### src/rtl/spi_slave.sv
// spi_slave: byte-oriented SPI responder (CPOL = 0, sample on rising SCLK,
// shift on falling SCLK). SCLK, SS_N and MOSI are oversampled in the clk
// domain. Received words go to local logic through a valid/ack pair, and the
// transmit word comes from a single-entry holding buffer. When that buffer is
// empty, TX_DEFAULT is sent instead.
//
// Optional feature: define SPI_SLAVE_OVR_EN to enable the sticky overrun flag.
// When it is undefined, ovr is tied to 0 and an overwrite of rx_data is silent.
//
// Ports:
//   clk      in   system clock (rising edge)
//   rst      in   synchronous reset, active low
//   sclk     in   SPI clock from the master (asynchronous)
//   ss_n     in   slave select, active low (asynchronous)
//   mosi     in   serial data from the master
//   miso     out  serial data to the master (MSB of the TX shift register)
//   miso_oe  out  output enable for an external tristate, high while selected
//   tx_wr    in   one-cycle strobe that writes tx_din into the holding buffer
//   tx_din   in   word to send
//   tx_full  out  holding buffer holds an unsent word
//   rx_data  out  last completed received word
//   rx_valid out  rx_data is new and not yet acknowledged
//   rx_ack   in   consumer acknowledge, clears rx_valid
//   ovr      out  sticky overrun flag
module spi_slave #(
  parameter int                DWIDTH     = 8,
  parameter logic [DWIDTH-1:0] TX_DEFAULT = '1
) (
  input  logic              clk,
  input  logic              rst,
  input  logic              sclk,
  input  logic              ss_n,
  input  logic              mosi,
  output logic              miso,
  output logic              miso_oe,
  input  logic              tx_wr,
  input  logic [DWIDTH-1:0] tx_din,
  output logic              tx_full,
  output logic [DWIDTH-1:0] rx_data,
  output logic              rx_valid,
  input  logic              rx_ack,
  output logic              ovr
);

  localparam int CNT_W = $clog2(DWIDTH);

  typedef enum logic [1:0] {DISARMED, IDLE, ACTIVE} state_t;

  // Returns the word to place in the TX shift register at a word boundary.
  function automatic logic [DWIDTH-1:0] tx_next_word(input logic full,
                                                     input logic [DWIDTH-1:0] buf_w);
    return full ? buf_w : TX_DEFAULT;
  endfunction

  logic              sclk_s1_q, sclk_s2_q, sclk_s3_q;
  logic              ss_s1_q, ss_s2_q;
  logic              mosi_s1_q, mosi_s2_q;
  logic [1:0]        sync_ok_q;
  state_t            state_q, state_d;
  logic [DWIDTH-1:0] tx_sr_q, tx_sr_d;
  logic [DWIDTH-1:0] rx_sr_q, rx_sr_d;
  logic [CNT_W-1:0]  bit_cnt_q, bit_cnt_d;
  logic [DWIDTH-1:0] tx_buf_q, tx_buf_d;
  logic              tx_full_q, tx_full_d;
  logic [DWIDTH-1:0] rx_data_q, rx_data_d;
  logic              rx_valid_q, rx_valid_d;
  logic              rise, fall, tx_load, word_done;

  assign rise = sclk_s2_q & ~sclk_s3_q;
  assign fall = ~sclk_s2_q & sclk_s3_q;

  // Input synchronizers. sync_ok_q marks when the synchronizer outputs are
  // real pin samples rather than reset values. Without it, the ss_n reset
  // value of 1 would arm the slave in the middle of a frame that was
  // already running when reset was released.
  always_ff @(posedge clk) begin
    if (!rst) begin
      sclk_s1_q <= 1'b0;
      sclk_s2_q <= 1'b0;
      sclk_s3_q <= 1'b0;
      ss_s1_q   <= 1'b1;
      ss_s2_q   <= 1'b1;
      mosi_s1_q <= 1'b0;
      mosi_s2_q <= 1'b0;
      sync_ok_q <= 2'b00;
    end else begin
      sclk_s1_q <= sclk;
      sclk_s2_q <= sclk_s1_q;
      sclk_s3_q <= sclk_s2_q;
      ss_s1_q   <= ss_n;
      ss_s2_q   <= ss_s1_q;
      mosi_s1_q <= mosi;
      mosi_s2_q <= mosi_s1_q;
      sync_ok_q <= {sync_ok_q[0], 1'b1};
    end
  end

  always_ff @(posedge clk) begin
    if (!rst) begin
      state_q    <= DISARMED;
      tx_sr_q    <= '0;
      rx_sr_q    <= '0;
      bit_cnt_q  <= '0;
      tx_buf_q   <= '0;
      tx_full_q  <= 1'b0;
      rx_data_q  <= '0;
      rx_valid_q <= 1'b0;
    end else begin
      state_q    <= state_d;
      tx_sr_q    <= tx_sr_d;
      rx_sr_q    <= rx_sr_d;
      bit_cnt_q  <= bit_cnt_d;
      tx_buf_q   <= tx_buf_d;
      tx_full_q  <= tx_full_d;
      rx_data_q  <= rx_data_d;
      rx_valid_q <= rx_valid_d;
    end
  end

  always_comb begin
    state_d    = state_q;
    tx_sr_d    = tx_sr_q;
    rx_sr_d    = rx_sr_q;
    bit_cnt_d  = bit_cnt_q;
    rx_data_d  = rx_data_q;
    tx_load    = 1'b0;
    word_done  = 1'b0;
    tx_buf_d   = tx_buf_q;
    tx_full_d  = tx_full_q;
    rx_valid_d = rx_valid_q;

    case (state_q)
      DISARMED: begin
        if (sync_ok_q[1] && ss_s2_q) state_d = IDLE;
      end
      IDLE: begin
        if (!ss_s2_q) begin
          state_d   = ACTIVE;
          tx_load   = 1'b1;
          bit_cnt_d = '0;
        end
      end
      ACTIVE: begin
        if (ss_s2_q) begin
          // Deselect drops the partial word and any TX word already loaded.
          state_d = IDLE;
        end else if (rise) begin
          rx_sr_d = {rx_sr_q[DWIDTH-2:0], mosi_s2_q};
          if (bit_cnt_q == CNT_W'(DWIDTH - 1)) begin
            rx_data_d = {rx_sr_q[DWIDTH-2:0], mosi_s2_q};
            word_done = 1'b1;
            bit_cnt_d = '0;
          end else begin
            bit_cnt_d = bit_cnt_q + CNT_W'(1);
          end
        end else if (fall) begin
          // A fall while bit_cnt is 0 follows the last bit of a word, so the
          // next word is loaded here instead of shifting.
          if (bit_cnt_q == '0) tx_load = 1'b1;
          else                 tx_sr_d = {tx_sr_q[DWIDTH-2:0], 1'b0};
        end
      end
      default: state_d = DISARMED;
    endcase

    // The load takes the old buffer contents. A concurrent tx_wr then
    // refills the buffer and keeps it marked full.
    if (tx_load) begin
      tx_sr_d   = tx_next_word(tx_full_q, tx_buf_q);
      tx_full_d = 1'b0;
    end
    if (tx_wr) begin
      tx_buf_d  = tx_din;
      tx_full_d = 1'b1;
    end

    if (word_done)   rx_valid_d = 1'b1;
    else if (rx_ack) rx_valid_d = 1'b0;
  end

`ifdef SPI_SLAVE_OVR_EN
  logic ovr_q, ovr_d;

  always_comb begin
    ovr_d = ovr_q;
    if (word_done && rx_valid_q && !rx_ack) ovr_d = 1'b1;
    else if (rx_ack && !word_done)          ovr_d = 1'b0;
  end

  always_ff @(posedge clk) begin
    if (!rst) ovr_q <= 1'b0;
    else      ovr_q <= ovr_d;
  end

  assign ovr = ovr_q;
`else
  assign ovr = 1'b0;
`endif

  assign miso     = tx_sr_q[DWIDTH-1];
  assign miso_oe  = (state_q == ACTIVE);
  assign tx_full  = tx_full_q;
  assign rx_data  = rx_data_q;
  assign rx_valid = rx_valid_q;

endmodule
### config.mk
export PLATFORM = sky130hd
export DESIGN_NAME = spi_slave
export DESIGN_NICKNAME = d
export VERILOG_FILES = /design/src/rtl/spi_slave.sv
export SDC_FILE = /design/constraint.sdc
export NUM_CORES = 1
export LEC_CHECK = 0
export BUFFER_PORTS_ARGS = -buffer_cell sky130_fd_sc_hd__buf_4
export CORE_ASPECT_RATIO = 2
export CORE_MARGIN = 8
export CORE_UTILIZATION = 40
export CTS_CLUSTER_SIZE = 16
export DETAILED_ROUTE_END_ITERATION = 6
export PLACE_DENSITY_LB_ADDON = 0.1
export SYNTH_ARGS = -nofsm -noshare
export SYNTH_HDL_FRONTEND = slang
export SYNTH_SLANG_ARGS = --single-unit
### constraint.sdc
create_clock -name clk -period 2.3 [get_ports clk]
set_input_delay 0.23 -clock clk [delete_from_list [all_inputs] [get_ports clk]]
set_output_delay 0.23 -clock clk [all_outputs]
set_load 0.005 [all_outputs]
## Yosys cells after proc, flatten, opt, wreduce, memory -nomap -nowiden

Index checks and enable logic that the tools add are counted.

| storage, ports and cells | value |
|---|---|
| bits in registers | 47 |
| input port bits | 15 |
| output and inout bits | 13 |

| cells by class | value |
|---|---|
| $add $sub $neg | 1 |
| equality and inequality tests | 11 |
| mux-type cells | 31 |
| bitwise gates (word level) | 5 |
| reductions and logical operators | 13 |

Operators with widths:

| cell | count |
|---|---|
| two-way mux 8 bit | 7 |
| two-way mux 1 bit | 14 |
| two-way mux 3 bit | 4 |
| nonzero test 2 bit | 5 |
| != test 2 x 1 -> 1 bit (second input constant) | 4 |
| != test 2 bit (second input constant) | 4 |
| AND reduction 4 bit | 2 |
| two-way mux 2 bit | 3 |
| case mux 2 bit (3 select lines) | 1 |
| case mux 3 bit (2 select lines) | 1 |
| AND reduction 3 bit | 2 |
| AND reduction 5 bit | 1 |
| adder 3 x 1 -> 3 bit (second input constant) | 1 |
| equality test 3 bit (second input constant) | 1 |
| logical NOT 3 bit | 1 |
| inverter 1 bit | 3 |
| AND 1 bit | 2 |
| equality test 2 x 1 -> 1 bit (second input constant) | 1 |
| equality test 2 bit (second input constant) | 1 |
| logical NOT 2 bit | 1 |
| case mux 1 bit (2 select lines) | 1 |
| logical AND 1 bit | 1 |

## Logic depth before layout (Yosys ltp)

Gate-level depths: netlist of run 1.

| logic depth | value |
|---|---|
| depth after elaboration | 8 |
| depth in mapped cells | 7 |

## Worst setup path after synthesis of run 1

No wires, ideal clock.

| timing path | value |
|---|---|
| path type | register -> register |
| start | register state_q[0] |
| end | register tx_sr_q[1] |
| library setup time | 0.116 ns |
| arrival | 1.629 ns |
| required time | 2.184 ns |
| path slack | 0.554 ns |
| stages on the path, launching flop included | 8 |
| buffers on the path | 1 |
| cell sequence | dfxtp_1 -> inv_1 -> ha_1 -> and4bb_1 -> nand2b_1 -> buf_6 -> mux2_4 -> o211a_1 |

| between the ends | value |
|---|---|
| word-level cells in the longest chain between the ends | 4 |
| elaborated cells between the ends (all ways) | 10 |

Ends and longest elaborated chain:

| element | line | RTL |
|---|---|---|
| start: declaration | 59 | `state_t state_q, state_d;` |
| start signal: assignment | 109 | `state_q <= state_d;` |
| equality test 2 bit (*) | - |  |
| named net miso_oe | 35 | `output logic miso_oe,` |
| case mux 1 bit (2 select lines) | 132 | `case (state_q)` |
| != test 2 bit (no line), or another cell as far along | - |  |
| AND reduction 5 bit (no line) | - |  |
| end signal: assignment | 110 | `tx_sr_q <= tx_sr_d;` |
| end: declaration | 60 | `logic [DWIDTH-1:0] tx_sr_q, tx_sr_d;` |

The timed path passes the listed nets; every way through them passes the cells marked *.
A chain may end at the register's enable or synchronous reset.

## Worst setup path in the final report of run 1

| timing path | value |
|---|---|
| start | register state_q[0] |
| end | register tx_sr_q[5] |

| between the ends | value |
|---|---|
| word-level cells in the longest chain between the ends | 4 |
| elaborated cells between the ends (all ways) | 10 |

Ends and longest elaborated chain:

| element | line |
|---|---|
| equality test 2 bit or equality test 2 x 1 -> 1 bit (tied branches) | 132 |
| case mux 1 bit (2 select lines) | 132 |
| != test 2 bit (no line), or another cell as far along | - |
| AND reduction 5 bit (no line) | - |

Parallel ways exist; a longest one is shown, timed or not.

==> metrics.md, run 1 <==
| Metric | Value |
|---|---|
| Run status | `complete, no violations` |
| Number of buffers created by CTS | `5` |
| Crit path capture type | `flip-flop` |
| Drc violations | `0` |
| Violation count after the first detailed-route iteration | `between 50 and 60` |
| Leading cell types by count after synthesis | `sky130_fd_sc_hd__dfxtp_1, sky130_fd_sc_hd__nand2_1, sky130_fd_sc_hd__a21oi_1` |
| Total detailed-routing wirelength | `3.45 mm` |
| Depth of the worst hold-timing path | `2` |
| EDFF count, synth | `0` |
| Fraction of layout instances using a drive strength above 1 | `between 15 and 20%` |
| Layout area overhead | `15.4%` |
| CTS H-tree lvls | `2` |
| Area enclosed by the die boundary | `around 0.0075 sq mm` |
| Largest fanout on the critical path | `8` |
| CTS Hold Buffers Added | `0` |
| Asr flop ratio synth | `0%` |
| Syn nets | `222` |
| Yosys warns | `0` |
| Sequential cell area fraction in the yosys report | `48.6%` |
| Final std cells w/o fill | `279` |
| Startpoint of the most critical setup path | `state_q[0]` |
| Global-route usage over all layers | `10.0%` |
| Global-route wire length before repair | `6.04 mm` |
| Core outline area | `around 0.0048 sq mm` |
| Static Leakage | `1.02 nW` |
| TritonCTS Sinks | `47` |
| Worst R2R Setup Slack | `0.26 ns` |
| Clock transition at the registers of the reported paths | `~0.08 ns` |
| Data arrival, critical path | `between 2 and 2.5 ns` |
| Final cycle utilization of the critical path | `88.8%` |
| Pre-Repair DR Iteration Count | `4` |
| Largest net degree at the start of global routing | `22` |
| Number of nets still failing antenna checks after routing | `0` |
| Postcts setup bufs | `0` |
| Cell type with the highest aggregate area in the netlist | `sky130_fd_sc_hd__dfxtp_1` |
| Main flop type after synthesis | `sky130_fd_sc_hd__dfxtp_1` |
| Worst hold-check path type | `in2reg` |
| Final-layout setup total negative slack | `0 ns` |
| Count of max-cap constraint violations | `0` |
| Initial core utilization | `40.6%` |
| Std-Cell Rows | `36` |
| Pwr dens | `about 700 mW/mm^2` |
| Cell count after placement | `271` |
| Clock tree from TritonCTS | `built` |
| Total number of nets in the final design | `244` |
| Worst flop-to-flop path startpoint | `state_q[0]` |
| Latest clock arrival within the worst-skew pair | `0.29 ns` |
| Final Slew Violations | `0` |
| RSZ-0062 raised after global routing | `no` |
| Minimum clock period after layout | `2.04 ns` |
| Classification of the worst setup path | `reg2reg` |
| Clock tree root buffer cell | `sky130_fd_sc_hd__clkbuf_8` |
| Most frequent cell after synthesis | `sky130_fd_sc_hd__dfxtp_1` |
| Final Setup Violations | `0` |
| Remaining Overflow, GRT | `0` |
| Via count of the first global-routing pass | `1371` |
| Critical Path Source Type | `flip-flop` |
| Share of Yosys cell area claimed by the top area cell type | `48.6%` |
| Routed length per placed instance | `12.4 um` |
| Peak supply drop | `450 uV` |
| Detailed-placement wirelength estimate | `2.41 mm` |
| Final Hold Violating Endpoints | `0` |
| Post-Synthesis Mean Instance Area | `9.73 sq um` |
| Antenna violations before repair | `0` |
| Worst flop-to-flop path endpoint | `tx_sr_q[5]` |
| Netlist cell types | `31` |
| Worst setup path endpoint | `tx_sr_q[5]` |
| IO Port Bufs | `26` |
| Synthesized instance count | `199` |
| Required time worst endpoint | `2.49 ns` |
| Critical Path Max Stage Delay | `0.40 ns` |
| Fmax achieved | `490 MHz` |
| Number of buffers on the longest clock path | `2` |
| Routability-driven placement congestion ratio | `0.736` |
| Die height | `114 um` |
| Post-synthesis register bit count | `47` |
| Hold Worst Slack | `about 0.12 ns` |
| Ordered list of cells on the worst path | `inv_1 > ha_1 > and4bb_1 > nand2b_1 > mux2_4 > o211a_1` |
| Antenna diode instance count | `0` |
| Number of resized instances in the post-cts repair step | `0` |
| Slowest library cell on the worst path | `sky130_fd_sc_hd__dfxtp_1` |
| Io pins | `28` |
| Routed vias | `1347` |
| Ratio of routed vias to standard cells | `4.83` |
| Die width | `approximately 65 um` |
| Post-synthesis instance area | `0.00194 sq mm` |
| Power, Total | `0.00154 W` |
| Setup skew after layout | `roughly 0.0047 ns` |
| R2r worst-path depth | `6` |
| Leading post-synthesis cells by cell area | `sky130_fd_sc_hd__dfxtp_1, sky130_fd_sc_hd__mux2_4, sky130_fd_sc_hd__ha_1, sky130_fd_sc_hd__a21oi_1, sky130_fd_sc_hd__mux2i_1` |
## cell usage in the layout (no fill, tap or decap), drive strengths merged, types with 2 or more instances in the layout
master  count
nor2b       2
mux2        7
a21oi      19
ha          8
nor2       15
mux2i       9
and4bb      2
nand3       8
inv         7
nand2      24
and2        6
o211a       7
nand3b      7
nand2b      5
buf        28
dfxtp      47
a22oi       2
clkbuf      7
nor3        2
## cell families (layout without fill, tap and decap cells)
family | after synthesis | count (layout) | share of synthesized area (%)
AND/OR/NAND/NOR | 75 | 75 | 20.1
flip-flops | 47 | 47 | 48.6
AO/OA/AOI/OAI | 32 | 32 | 11.2
buffers and inverters | 20 | 43 | 4.65
multiplexers | 16 | 16 | 10.1
adder cells (fa/ha/maj) | 8 | 8 | 5.17
other | 1 | 1 | 0.194
## critical path: cells and delay by family, from the launching register on
family / cells / cell delay [ns]
and+or+nand+nor: 2 / 0.62
DFF: 1 / 0.40
muxes: 1 / 0.34
adders and majority gates: 1 / 0.28
AOI/OAI and AO/OA: 1 / 0.20
buffers and inverters: 1 / 0.09
## metal layers
metal  share of wire, %  routed length [um]  GRT usage [%]  vias up
li1                   -                   -              -      713
met1                 48                1660           11.9      607
met2                 46                1580           15.9       21
met3                3.4                 117           2.06        6
met4                2.6                  89           6.16        0
met5                  0                   0              0        -
## report_power, final
group	internal, W	switching, W	leakage, nW
sequential	0.000847	0.0000269	0.383
clock	0.000213	0.000253	0.0422
combinational	0.000101	0.000103	0.593
total	0.00116	0.000383	1.02
## registers in the layout, indices dropped and copies added (netlist names)
register   cells
rx_data        8
rx_sr_q        7
sclk_s1_q      1
sclk_s3_q      1
tx_full        1
mosi_s1_q      1
state_q        2
bit_cnt_q      3
rx_valid       1
sclk_s2_q      1
ss_s1_q        1
sync_ok_q      2
tx_sr_q        8
tx_buf_q       8
ss_s2_q        1
mosi_s2_q      1
## layout make-up
cell class                 count  area (sq um)
fill                         491          2540
sequential                    47           941
multi-input combinational    132           906
timing repair buffer          28           210
clock buffer                   7          76.3
tap                           57          71.3
inverter                       7          26.3
clock inverter                 1          5.00
## how the worst min path moves through the flow
stage,end,startpoint
after global routing,ss_s1_q,ss_n
after CTS,ss_s1_q,ss_n
after global placement,ss_s2_q,ss_s1_q
final,ss_s1_q,ss_n
after floorplan,sync_ok_q[0],rst
after detailed placement,ss_s2_q,ss_s1_q
## metrics by stage
stage | instance area (sq um) | utilization (%) | setup slack, ns
finish | 2240 | 46.8 | 0.259
global route | 2240 | 46.8 | 0.109
CTS | 2240 | 46.8 | 0.240
detailed placement | 2150 | 45.1 | 0.264
global placement | 2150 | 45.1 | 0.327
floorplan | 1940 | - | 0.554
Note: power is estimated with default switching activity, not from simulation.
==> run 2: changes to the inputs <==
--- a/config.mk
+++ b/config.mk
@@ -8,7 +8,7 @@
 export BUFFER_PORTS_ARGS = -buffer_cell sky130_fd_sc_hd__buf_4
 export CORE_ASPECT_RATIO = 2
 export CORE_MARGIN = 8
-export CORE_UTILIZATION = 40
+export CORE_UTILIZATION = 55
 export CTS_CLUSTER_SIZE = 16
 export DETAILED_ROUTE_END_ITERATION = 6
 export PLACE_DENSITY_LB_ADDON = 0.1
==> metrics.md, run 2 (synthesis results as in run 1) <==
| Metric | Value |
|---|---|
| Final Slew Violations | `0` |
| R2r worst-path depth | `6` |
| Largest fanout on the critical path | `8` |
| Pin slew with the least headroom to its limit | `0.504 ns` |
| Final Setup Violations | `0` |
| Largest net degree at the start of global routing | `23` |
| Crit path max-delay family | `simple AND/OR/NAND/NOR gates` |
| Number of resized instances in the post-cts repair step | `0` |
| Die height | `approximately 100 um` |
| Via count of the first global-routing pass | `~1500` |
| Fmax achieved | `485 MHz` |
| Clock tree root buffer cell | `sky130_fd_sc_hd__clkbuf_8` |
| Layout area overhead | `13.8%` |
| Worst flop-to-flop path startpoint | `state_q[0]` |
| Hold Worst Slack | `0.120 ns` |
| Io pins | `28` |
| Initial core utilization | `57.3%` |
| Total number of nets in the final design | `244` |
| Postcts setup bufs | `0` |
| Worst hold endpoint | `ss_s1_q` |
| Final std cells w/o fill | `between 200 and 300` |
| Classification of the worst setup path | `reg2reg` |
| Count of max-cap constraint violations | `0` |
| Critical Path Max Stage Delay | `0.42 ns` |
| Number of buffers created by CTS | `5` |
| Violation count after the first detailed-route iteration | `10` |
| Final cycle utilization of the critical path | `between 80% and 90%` |
| Required time worst endpoint | `~2.5 ns` |
| Total detailed-routing wirelength | `between 3 and 4 mm` |
| Ordered list of cells on the worst path | `inv_1 > ha_1 > and4bb_1 > nand2b_1 > mux2_4 > o211a_1` |
| Number of nets still failing antenna checks after routing | `0` |
| Antenna diode instance count | `0` |
| Latest clock arrival within the worst-skew pair | `0.29 ns` |
| CTS H-tree lvls | `2` |
| Depth of the worst hold-timing path | `2` |
| Slowest library cell on the worst path | `sky130_fd_sc_hd__dfxtp_1` |
| Core outline area | `0.00338 sq mm` |
| Setup skew after layout | `0.00455 ns` |
| Cell count after placement | `between 200 and 250` |
| Fraction of layout instances using a drive strength above 1 | `between 10% and 20%` |
| Commonest cells after routing, fill and taps aside | `sky130_fd_sc_hd__dfxtp_1, sky130_fd_sc_hd__buf_4, sky130_fd_sc_hd__nand2_1` |
| CTS Hold Buffers Added | `0` |
| Global-route wire length before repair | `~6.3 mm` |
| Clock transition at the registers of the reported paths | `about 0.08 ns` |
| TritonCTS Sinks | `47` |
| Worst R2R Setup Slack | `~0.24 ns` |
| Minimum clock period after layout | `2.06 ns` |
| Routability-driven placement congestion ratio | `0.741` |
| Detailed-placement wirelength estimate | `2.76 mm` |
| Routed vias | `1369` |
| Final-layout setup total negative slack | `0 ns` |
| Ratio of routed vias to standard cells | `5.39` |
| Clock tree from TritonCTS | `built` |
| Die width | `58.0 um` |
| Area enclosed by the die boundary | `0.00579 sq mm` |
| Static Leakage | `~1.0 nW` |
| Global-route usage over all layers | `13.6%` |
| Pwr dens | `703 mW/mm^2` |
| Worst flop-to-flop path endpoint | `tx_sr_q[1]` |
| Number of buffers on the longest clock path | `2` |
| Critical Path Source Type | `flip-flop` |
| Origin of the worst min-delay path | `ss_n` |
| Remaining Overflow, GRT | `0` |
| Crit path capture type | `flip-flop` |
| Final Hold Violating Endpoints | `0` |
| IO Port Bufs | `26` |
| Routed length per placed instance | `14.2 um` |
| Data arrival, critical path | `around 2.3 ns` |
| Drc violations | `0` |
| RSZ-0062 raised after global routing | `no` |
| Peak supply drop | `628 uV` |
| Antenna violations before repair | `0` |
| Bufs and invs on worst path | `1` |
| Std-Cell Rows | `30` |
| Leading cell type in the layout, fill and taps excluded | `sky130_fd_sc_hd__dfxtp_1` |
| Post-layout util | `~65%` |
| Run status | `complete, no violations` |
| Worst hold-check path type | `in2reg` |
| Slew headroom | `66.4%` |
| Pre-Repair DR Iteration Count | `4` |
## run 2: routing by layer
metal / track usage (%) / up-vias / share of wire [%]
met5: 0 / - / 0
met4: 7.22 / 0 / 1.5
met3: 3.85 / 4 / 3.5
met2: 26.6 / 21 / 59
met1: 11.5 / 633 / 36
li1: - / 711 / -
## run 2: worst max path at each step
stage	slack, ns	to	from	depth (start not counted)
floorplan	0.55	tx_sr_q[1]	state_q[0]	7
global placement	0.34	tx_sr_q[7]	state_q[0]	6
detailed placement	0.27	tx_sr_q[5]	state_q[0]	6
CTS	0.24	tx_sr_q[1]	state_q[0]	6
global route	0.11	tx_sr_q[4]	state_q[0]	6
finish	0.24	tx_sr_q[1]	state_q[0]	6
## run 2: final cells by class
class	count	area, sq um
fillers	295	1170
flip-flops and latches	47	941
multi-input cells	132	906
repair buffers	28	210
clock buffers	7	76.3
well taps	32	40.0
inverters	7	26.3
clock inverters	1	5.00
## run 2: metrics by stage
| stage | setup WS, ns | area (sq um) | total power [W] |
|---|---|---|---|
| final | 0.238 | 2200 | 0.00155 |
| after global routing | 0.108 | 2200 | 0.00163 |
| after CTS | 0.241 | 2200 | 0.00157 |
| after detailed placement | 0.270 | 2120 | 0.00111 |
| after global placement | 0.343 | 2120 | 0.00109 |
| after floorplan | 0.554 | 1940 | 0.00104 |
## run 2: where the power goes
group | internal (W) | switching [W]
registers | 0.000847 | 0.0000305
logic | 0.000104 | 0.000110
clock network | 0.000213 | 0.000246
==> run 3: changes to the inputs <==
--- a/config.mk
+++ b/config.mk
@@ -11,7 +11,7 @@
 export CORE_UTILIZATION = 55
 export CTS_CLUSTER_SIZE = 16
 export DETAILED_ROUTE_END_ITERATION = 6
-export PLACE_DENSITY_LB_ADDON = 0.1
+export PLACE_DENSITY = 0.77
 export SYNTH_ARGS = -nofsm -noshare
 export SYNTH_HDL_FRONTEND = slang
 export SYNTH_SLANG_ARGS = --single-unit
==> metrics.md, run 3 (synthesis results as in run 1) <==
| Metric | Value |
|---|---|
| Drc violations | `0` |
| Largest fanout on the critical path | `8` |
| RSZ-0062 raised after global routing | `no` |
| Data arrival, critical path | `2.23 ns` |
| Peak supply drop | `~480 uV` |
| Std-Cell Rows | `30` |
| Static Leakage | `1.02 nW` |
| Slew headroom | `66.1%` |
| Setup skew after layout | `between 0.004 and 0.005 ns` |
| Io pins | `28` |
| Pwr dens | `702 mW/mm^2` |
| Ratio of routed vias to standard cells | `around 5.5` |
| Worst hold-check path type | `in2reg` |
| Routed length per placed instance | `13.8 um` |
| Fraction of layout instances using a drive strength above 1 | `19.8%` |
| Required time worst endpoint | `2.49 ns` |
| Classification of the worst setup path | `reg2reg` |
| Routability-driven placement congestion ratio | `between 0.7 and 0.8` |
| Pin slew with the least headroom to its limit | `0.509 ns` |
| Number of buffers created by CTS | `5` |
| Crit path capture type | `flip-flop` |
| Final Hold Violating Endpoints | `0` |
| FILL cells | `a little over 300` |
| TritonCTS Sinks | `47` |
| Pre-Repair DR Iteration Count | `4` |
| Final-layout setup total negative slack | `0 ns` |
| Final cycle utilization of the critical path | `88.9%` |
| Detailed-placement wirelength estimate | `between 2 and 3 mm` |
| Die height | `99.9 um` |
| Postcts setup bufs | `0` |
| Violation count after the first detailed-route iteration | `10` |
| Clock tree from TritonCTS | `built` |
| CTS H-tree lvls | `2` |
| Final Slew Violations | `0` |
| Initial core utilization | `57.3%` |
| Area enclosed by the die boundary | `0.00579 sq mm` |
| Remaining Overflow, GRT | `0` |
| Count of max-cap constraint violations | `0` |
| Global-route wire length before repair | `6.07 mm` |
| Latest clock arrival within the worst-skew pair | `0.29 ns` |
| IO Port Bufs | `26` |
| Critical Path Source Type | `flip-flop` |
| Power, Total | `0.00155 W` |
| Commonest cells after routing, fill and taps aside | `sky130_fd_sc_hd__dfxtp_1, sky130_fd_sc_hd__buf_4, sky130_fd_sc_hd__nand2_1` |
| Number of nets still failing antenna checks after routing | `0` |
| Die width | `58.0 um` |
| Antenna violations before repair | `0` |
| Minimum clock period after layout | `slightly above 2 ns` |
| Final Setup Violations | `0` |
| Total number of nets in the final design | `about 240` |
| Fmax achieved | `489 MHz` |
| Number of buffers on the longest clock path | `2` |
| Routed vias | `1400` |
| Global-route usage over all layers | `12.9%` |
| Via count of the first global-routing pass | `1447` |
| Total detailed-routing wirelength | `~3.5 mm` |
| Clock tree root buffer cell | `sky130_fd_sc_hd__clkbuf_8` |
| Number of resized instances in the post-cts repair step | `0` |
| Post-layout util | `65.4%` |
| CTS Hold Buffers Added | `0` |
| Leading cell type in the layout, fill and taps excluded | `sky130_fd_sc_hd__dfxtp_1` |
| Core outline area | `0.00338 sq mm` |
| Run status | `complete, no violations` |
| Layout area overhead | `14.0%` |
| Antenna diode instance count | `0` |
| Largest net degree at the start of global routing | `22` |
| Clock transition at the registers of the reported paths | `roughly 0.08 ns` |
[run 3: path summary, 6_finish.rpt]
path                    from          to  slack [ns]  cells after the start
setup / recovery  state_q[0]  tx_sr_q[6]        0.26                      6
setup reg to reg  state_q[0]  tx_sr_q[6]        0.26                      6
hold reg to reg      ss_s1_q     ss_s2_q        0.44                      1
hold / removal          ss_n     ss_s1_q        0.13                      2
[run 3: where the power goes]
part	switching [W]	internal (W)	leakage [nW]	total (W)
Combinational	0.000102	0.000101	0.593	0.000203
Sequential	0.0000297	0.000847	0.383	0.000877
Clock	0.000259	0.000212	0.0412	0.000471
Total	0.000390	0.00116	1.02	0.00155
[run 3: critical path, stage by stage, from the launching register on]
cell	delay [ns]
sky130_fd_sc_hd__dfxtp_1	0.41
sky130_fd_sc_hd__inv_1	0.09
sky130_fd_sc_hd__ha_1	0.27
sky130_fd_sc_hd__and4bb_1	0.24
sky130_fd_sc_hd__nand2b_1	0.38
sky130_fd_sc_hd__mux2_4	0.34
sky130_fd_sc_hd__o211a_1	0.20
[run 3: metal layers]
metal | track usage, % | vias up | routed length [um]
met4 | 4.56 | 0 | 47
met2 | 25.7 | 27 | 2030
met5 | 0 | - | 0
met1 | 11.0 | 658 | 1260
li1 | - | 709 | -
met3 | 4.36 | 6 | 158
[run 3: area by class of cell]
class                   instances  area, sq um  share of cell area, %
repair buffers                 28          210                   9.52
flip-flops and latches         47          941                   42.6
inverters                       7         26.3                   1.19
clock buffers                   6         72.6                   3.29
multi-input cells             132          906                   41.0
clock inverters                 2         12.5                  0.567
well taps                      32         40.0                   1.81
[run 3: metrics by stage]
step                      instances  hold WS, ns  area (sq um)  worst slack [ns]
final                           254        0.129          2210             0.256
after CTS                       254        0.121          2210             0.236
after floorplan                 199        0.258          1940             0.554
after global placement          246        0.391          2120             0.344
after detailed placement        246        0.406          2120             0.247
after global routing            254        0.124          2210             0.105
